<file path="config.mk">
export PLATFORM = sky130hd
export DESIGN_NAME = stack_arbiter_flat
export DESIGN_NICKNAME = d
export VERILOG_FILES = /design/src/rtl/stack_arbiter_if.sv /design/src/rtl/stack_arbiter.sv /design/src/flat_wrapper.sv
export SDC_FILE = /design/constraint.sdc
export NUM_CORES = 1
export LEC_CHECK = 0
export ABC_AREA = 1
export CORE_AREA = 2 2 154 156
export CTS_CLUSTER_SIZE = 8
export DETAILED_ROUTE_END_ITERATION = 8
export DIE_AREA = 0 0 156 158
export GPL_ROUTABILITY_DRIVEN = 0
export MAX_ROUTING_LAYER = met4
export REMOVE_ABC_BUFFERS = 1
export SLEW_MARGIN = 20
export SYNTH_ARGS = -nofsm -noshare
export SYNTH_HDL_FRONTEND = slang
export SYNTH_SLANG_ARGS = --single-unit
</file>
<file path="constraint.sdc">
create_clock -name clk -period 2 [get_ports clk]
set_input_delay 0.3 -clock clk [delete_from_list [all_inputs] [get_ports clk]]
set_output_delay 0.3 -clock clk [all_outputs]
set_load 0.005 [all_outputs]
</file>
<file path="src/rtl/stack_arbiter_if.sv">
// Bundles the two requester streams and the downstream queue enqueue port.
// Pure wiring: no state, no latency.
// Backpressure runs from q_rdy_i back to the granted requester's rdy.
interface stack_arbiter_if;
    // requester 0
    logic         s0_valid_i;
    logic         s0_rdy_o;
    logic [127:0] s0_data_i;
    logic         s0_last_i;
    // requester 1
    logic         s1_valid_i;
    logic         s1_rdy_o;
    logic [127:0] s1_data_i;
    logic         s1_last_i;
    // downstream queue enqueue side
    logic         q_rdy_i;
    logic         q_valid_o;
    logic [127:0] q_data_o;
    logic         q_src_o;
    // status
    logic         busy_o;

    // Arbiter side: consumes requester beats, produces queue enqueues.
    modport slave (
        input  s0_valid_i, s0_data_i, s0_last_i,
        input  s1_valid_i, s1_data_i, s1_last_i,
        input  q_rdy_i,
        output s0_rdy_o, s1_rdy_o,
        output q_valid_o, q_data_o, q_src_o, busy_o
    );

    // Environment side: drives requesters and the queue ready.
    modport master (
        output s0_valid_i, s0_data_i, s0_last_i,
        output s1_valid_i, s1_data_i, s1_last_i,
        output q_rdy_i,
        input  s0_rdy_o, s1_rdy_o,
        input  q_valid_o, q_data_o, q_src_o, busy_o
    );
endinterface

</file>
<file path="src/rtl/stack_arbiter.sv">
// Two-requester round-robin packet arbiter feeding one 128-bit queue, bursts capped at MAX_BURST beats.
// Latency: 1 cycle to arbitrate out of IDLE; beats pass through combinationally while granted.
// Backpressure: q_rdy_i is routed to the granted requester's rdy; the other requester sees rdy=0.
module stack_arbiter #(
    parameter int unsigned MAX_BURST = 4
) (
    input  logic            clk,
    input  logic            reset_n,
    stack_arbiter_if.slave  bus
);

    // Counter holds 0..MAX_BURST-1; keep at least one bit so MAX_BURST=1 still elaborates.
    localparam int unsigned CNT_W = (MAX_BURST > 1) ? $clog2(MAX_BURST) : 1;
    localparam logic [CNT_W-1:0] CNT_MAX = CNT_W'(MAX_BURST - 1);

    typedef enum logic [1:0] {
        IDLE   = 2'd0,
        GRANT0 = 2'd1,
        GRANT1 = 2'd2
    } state_t;

    state_t           state_q, state_d;
    logic             rr_ptr_q, rr_ptr_d;
    logic [CNT_W-1:0] beat_cnt_q, beat_cnt_d;

    logic             cur_valid;
    logic             cur_last;
    logic             beat;
    logic             burst_end;
    logic             release_grant;

    // Qualify a beat of the currently granted requester and decide whether it ends the grant.
    always_comb begin
        cur_valid = 1'b0;
        cur_last  = 1'b0;
        case (state_q)
            GRANT0: begin
                cur_valid = bus.s0_valid_i;
                cur_last  = bus.s0_last_i;
            end
            GRANT1: begin
                cur_valid = bus.s1_valid_i;
                cur_last  = bus.s1_last_i;
            end
            default: begin
                cur_valid = 1'b0;
                cur_last  = 1'b0;
            end
        endcase
        // A beat only happens when the queue takes it; stalls leave everything untouched.
        beat          = cur_valid & bus.q_rdy_i;
        burst_end     = (beat_cnt_q == CNT_MAX);
        release_grant = beat & (cur_last | burst_end);
    end

    // FSM state register.
    always_ff @(posedge clk or negedge reset_n) begin
        if (!reset_n) begin
            state_q <= IDLE;
        end else begin
            state_q <= state_d;
        end
    end

    // FSM next state: on release prefer the other requester so contention never leaves a bubble.
    always_comb begin
        state_d = state_q;
        case (state_q)
            IDLE: begin
                if (bus.s0_valid_i && bus.s1_valid_i) begin
                    state_d = rr_ptr_q ? GRANT1 : GRANT0;
                end else if (bus.s0_valid_i) begin
                    state_d = GRANT0;
                end else if (bus.s1_valid_i) begin
                    state_d = GRANT1;
                end
            end
            GRANT0: begin
                if (release_grant) begin
                    if (bus.s1_valid_i) begin
                        state_d = GRANT1;
                    end else if (bus.s0_valid_i) begin
                        state_d = GRANT0;
                    end else begin
                        state_d = IDLE;
                    end
                end
            end
            GRANT1: begin
                if (release_grant) begin
                    if (bus.s0_valid_i) begin
                        state_d = GRANT0;
                    end else if (bus.s1_valid_i) begin
                        state_d = GRANT1;
                    end else begin
                        state_d = IDLE;
                    end
                end
            end
            default: state_d = IDLE;
        endcase
    end

    // FSM outputs: IDLE drives everything low, a grant is a straight combinational pass-through.
    always_comb begin
        bus.s0_rdy_o  = 1'b0;
        bus.s1_rdy_o  = 1'b0;
        bus.q_valid_o = 1'b0;
        bus.q_data_o  = '0;
        bus.q_src_o   = 1'b0;
        bus.busy_o    = 1'b0;
        case (state_q)
            GRANT0: begin
                bus.q_valid_o = bus.s0_valid_i;
                bus.q_data_o  = bus.s0_data_i;
                bus.s0_rdy_o  = bus.q_rdy_i;
                bus.q_src_o   = 1'b0;
                bus.busy_o    = 1'b1;
            end
            GRANT1: begin
                bus.q_valid_o = bus.s1_valid_i;
                bus.q_data_o  = bus.s1_data_i;
                bus.s1_rdy_o  = bus.q_rdy_i;
                bus.q_src_o   = 1'b1;
                bus.busy_o    = 1'b1;
            end
            default: begin
                bus.s0_rdy_o  = 1'b0;
                bus.s1_rdy_o  = 1'b0;
            end
        endcase
    end

    // Burst counter and round-robin pointer: both move only on accepted beats.
    always_comb begin
        beat_cnt_d = beat_cnt_q;
        rr_ptr_d   = rr_ptr_q;
        if (release_grant) begin
            beat_cnt_d = '0;
            // Point at whichever requester did not just finish.
            rr_ptr_d   = (state_q == GRANT0);
        end else if (beat) begin
            beat_cnt_d = beat_cnt_q + CNT_W'(1);
        end
    end

    // Burst counter and round-robin pointer registers; requester 0 wins first after reset.
    always_ff @(posedge clk or negedge reset_n) begin
        if (!reset_n) begin
            beat_cnt_q <= '0;
            rr_ptr_q   <= 1'b0;
        end else begin
            beat_cnt_q <= beat_cnt_d;
            rr_ptr_q   <= rr_ptr_d;
        end
    end

endmodule

</file>
<file path="src/flat_wrapper.sv">
// flat-port wrapper written by rule: the top's interface ports become plain ports
module stack_arbiter_flat 
#(
    parameter int unsigned MAX_BURST = 4
)
  (clk, reset_n, bus_s0_valid_i, bus_s0_data_i, bus_s0_last_i, bus_s1_valid_i, bus_s1_data_i, bus_s1_last_i, bus_q_rdy_i, bus_s0_rdy_o, bus_s1_rdy_o, bus_q_valid_o, bus_q_data_o, bus_q_src_o, bus_busy_o);
  stack_arbiter_if bus_i ();
  input  logic clk;
  input  logic reset_n;
  input wire logic [$bits(bus_i.s0_valid_i)-1:0] bus_s0_valid_i;
  input wire logic [$bits(bus_i.s0_data_i)-1:0] bus_s0_data_i;
  input wire logic [$bits(bus_i.s0_last_i)-1:0] bus_s0_last_i;
  input wire logic [$bits(bus_i.s1_valid_i)-1:0] bus_s1_valid_i;
  input wire logic [$bits(bus_i.s1_data_i)-1:0] bus_s1_data_i;
  input wire logic [$bits(bus_i.s1_last_i)-1:0] bus_s1_last_i;
  input wire logic [$bits(bus_i.q_rdy_i)-1:0] bus_q_rdy_i;
  output wire logic [$bits(bus_i.s0_rdy_o)-1:0] bus_s0_rdy_o;
  output wire logic [$bits(bus_i.s1_rdy_o)-1:0] bus_s1_rdy_o;
  output wire logic [$bits(bus_i.q_valid_o)-1:0] bus_q_valid_o;
  output wire logic [$bits(bus_i.q_data_o)-1:0] bus_q_data_o;
  output wire logic [$bits(bus_i.q_src_o)-1:0] bus_q_src_o;
  output wire logic [$bits(bus_i.busy_o)-1:0] bus_busy_o;
  assign bus_i.s0_valid_i = bus_s0_valid_i;
  assign bus_i.s0_data_i = bus_s0_data_i;
  assign bus_i.s0_last_i = bus_s0_last_i;
  assign bus_i.s1_valid_i = bus_s1_valid_i;
  assign bus_i.s1_data_i = bus_s1_data_i;
  assign bus_i.s1_last_i = bus_s1_last_i;
  assign bus_i.q_rdy_i = bus_q_rdy_i;
  assign bus_s0_rdy_o = bus_i.s0_rdy_o;
  assign bus_s1_rdy_o = bus_i.s1_rdy_o;
  assign bus_q_valid_o = bus_i.q_valid_o;
  assign bus_q_data_o = bus_i.q_data_o;
  assign bus_q_src_o = bus_i.q_src_o;
  assign bus_busy_o = bus_i.busy_o;
  stack_arbiter #(.MAX_BURST(MAX_BURST)) u_core (.clk(clk), .reset_n(reset_n), .bus(bus_i));
endmodule
</file>
==> results by group <==
Outcome
  – Outcome: complete, but fails checks
  – Failing checks: negative setup slack

STA
  – Setup violators final: just under 80
  – Final hold vios: 0
  – Max-slew violations: 0
  – F_max: about 0.47 GHz
  – Post-layout min period: about 2.1 ns
  – RSZ-0062 raised after global routing: true
  – Worst-Margin Slew: ~0.27 ns
  – Post-route worst hold slack: between 0.3 and 0.4 ns
  – Final period util: 106%
  – Worst Skew: between 0.0015 and 0.002 ns
  – Fin worst setup slack: -0.118 ns
  – Post-route setup TNS: -2.65 ns
  – Max-slew headroom: between 80% and 90%

Clock network
  – Skew-Pair Late Insertion Delay: about 0.23 ns
  – Hold-fix buffers at CTS: 0
  – CTS HTree Levels: 1
  – CTS tree: yes
  – Clk slew on worst S/H paths: 0.03 ns
  – Clk sinks: 5
  – Clock Path Buffers: 2
  – CTS Buf Count: 3
  – Clock Tree Root: clkbuf_16

Final layout
  – Utilization after layout: between 30% and 40%
  – P&R area growth vs syn: 262%
  – Layout cells sized above 1: approximately 44%
  – Ant diodes: 0
  – Layout Nets: around 1200
  – Most frequent cells in the layout: clkdlybuf4s50_1 (263), nand2_1 (224), buf_2 (117)
  – Fillers: approximately 2400
  – Commonest non-fill, non-tap cell in the layout: clkdlybuf4s50_1

Power and ir drop
  – Total Power: between 10 and 15 mW
  – LEAKAGE: 3.62 nW
  – Comb pwr share: 94.9%
  – Power per cell area: approximately 1200 nW/µm²
  – Sw Share: a little under half
  – Share of power burned in registers: under 10%
  – P_sw: between 4 and 5 mW
  – Int Pwr: around 5.5 mW
  – Clock share of power: under 10%
  – Peak VDD IR: roughly 0.00054 V

Yosys
  – Seq cells post-synth: 5
  – Post-synthesis xor/xnor area fraction: 0%
  – Warnings, synthesis: 0
  – Synth cell types: 19
  – Simple-gate area share of the yosys netlist: roughly half
  – Synth Area in Compound Gates: roughly 29%
  – Post-synthesis sequential area ratio: under 10%
  – Mux contribution to synthesized area: 0%
  – Synth Instances: about 500
  – Largest family of logic cells by synthesized area: simple AND/OR/NAND/NOR gates
  – Adder-Cell Fraction of Synth Area: between 2 and 3%
  – Netlist Area Pre-Place: 2300 µm²
  – Syn Area/Cell: 4.69 µm²

Global routing
  – Initial antenna violation count: 0
  – First-pass GRT wire length: 25600 µm
  – Gr usage total: about 14%
  – GR Overflow Total: 0
  – Vias in the first global route: 4659
  – Largest net degree at the start of global routing: 24

Critical path
  – R2R setup slack: 0.13 ns
  – Critical Path Start Type: flip-flop
  – Setup crit end kind: primary output
  – Crit-path most repeated cell: buf_12
  – Critical R2R Launch: u_core.state_q[1]$_DFFE_PN0P_
  – Reg2reg end: u_core.state_q[0]$_DFFE_PN0P_
  – Critical path startpoint: u_core.state_q[0]$_DFFE_PN0P_
  – Reg2Reg Depth: 15
  – Worst path cell trace: inv_2, buf_6, ha_4, buf_12, buf_12, buf_12, buf_8, buf_6, nand2_2, a21oi_2, buf_2
  – CP required: between 1.5 and 2 ns
  – Peak per-stage delay on the critical path: roughly 0.39 ns
  – Max FO, Critical Path: 4
  – Crit path arrival time: ~1.8 ns
  – Worst path slowest cell: dfrtp_1
  – WS Path Type: reg -> out

Route
  – DR WL met3: 1360 µm
  – Routed met2 length: between 10000 and 15000 µm
  – DR pass1 iterations: 4
  – Routed length on met1: around 8300 µm
  – Initial drt markers: 180
  – DRC: 0
  – DR vias/cell: 4.10
  – Via count: roughly 5200
  – Uppermost layer routed: met4
  – Wire length per cell: roughly 16 µm
  – Drt total wl: between 20000 and 25000 µm
  – Antenna viol nets, final: 0

Die
  – Chip Width: between 150 and 200 µm
  – Io pins: 396
  – Core Box Area: 23100 µm²
  – Rows: 56
  – DIE AREA: ~25000 µm²
  – Starting density of the core: 9.98%
  – Die height: 158 µm

Worst hold path
  – Hold WC Path Type: in -> async

Job
  – Maxcap violations: 0

Place
  – Post-DP HPWL: around 14000 µm
  – Buffers on Ports: between 300 and 400
==> cell usage after synthesis <==
library cell / instances / area, µm²
nand2_1: 275 / 1030
a21oi_1: 129 / 646
buf_2: 19 / 95.1
buf_4: 15 / 113
inv_1: 11 / 41.3
clkbuf_1: 9 / 33.8
dfrtp_1: 5 / 125
ha_1: 5 / 62.6
nand3_1: 5 / 25.0
nand2_4: 3 / 33.8
nor2_1: 3 / 11.3
o21ai_0: 3 / 15.0
nand2_2: 2 / 12.5
o21ai_1: 2 / 10.0
a21boi_0: 1 / 7.51
buf_1: 1 / 3.75
nand3b_1: 1 / 7.51
nor2_8: 1 / 20.0
or2_2: 1 / 6.26
==> power by group through the flow <==
stage	clock [mW]	sequential [mW]	combinational [mW]
after floorplan	0	0.174	2.15
after CTS	0.340	0.177	7.16
after global placement	0	0.172	6.48
after global routing	0.351	0.185	10.2
after detailed placement	0	0.172	6.50
final	0.331	0.179	9.59
==> cell families after synthesis <==
logic type	Yosys count
and+or+nand+nor	291
AOI/OAI and AO/OA	135
buffers and inverters	55
adders and majority gates	5
DFF	5
==> per-layer routing <==
metal / GRT usage [%] / vias to the layer above
met5: - / -
met4: 1.22 / 0
met3: 2.60 / 16
met2: 25.0 / 200
met1: 15.8 / 2417
li1: - / 2539
==> sequential cells by signal (all words and copies together) (netlist names) <==
| name | cells |
|---|---|
| u_core.beat_cnt_q | 2 |
| u_core.state_q | 2 |
| u_core.rr_ptr_q | 1 |
==> through the flow <==
stage / cells / cell area (µm²) / setup WS [ns]
finish: 1263 / 8330 / -0.118
global route: 1263 / 8330 / -0.219
CTS: 1213 / 7330 / -0.368
detailed placement: 1183 / 6970 / -0.228
global placement: 1183 / 6970 / -0.211
floorplan: 447 / 2060 / -1.70
==> critical path: cells and delay by family, from the launching register on <==
family	cells	cell delay, ns
fa+ha+maj	1	0.18
flops	1	0.39
buf+inv	8	0.83
simple gates	1	0.06
compound gates	1	0.13
==> layout make-up <==
class                   instances  area [µm²]  area share, %
flip-flops and latches          5         125           1.50
multi-input cells             431        2590           31.1
clock buffers                   4        78.8          0.947
repair buffers                520        5090           61.1
inverters                      11        53.8          0.646
repair inverters                2        27.5          0.331
well taps                     290         363           4.36
==> worst max path at each step <==
stage | depth (start not counted) | slack, ns | to
after floorplan | 11 | -1.70 | u_core.state_q[0]$_DFFE_PN0P_
after global placement | 6 | -0.21 | bus_q_data_o[46]
after detailed placement | 6 | -0.23 | bus_q_data_o[46]
after CTS | 7 | -0.37 | bus_q_data_o[83]
after global routing | 11 | -0.22 | bus_q_data_o[116]
final | 11 | -0.12 | bus_q_data_o[104]
==> timing repair <==
| item | 4_1_cts | 5_1_grt |
|---|---|---|
| resized for setup | 376 | 400 |
| pin swaps | 6 | 59 |
| setup buffers | 21 | 53 |
| cloned | 5 | 9 |
| setup endpoints to repair | 132 | 130 |
Power figures use the tool's default switching activity.
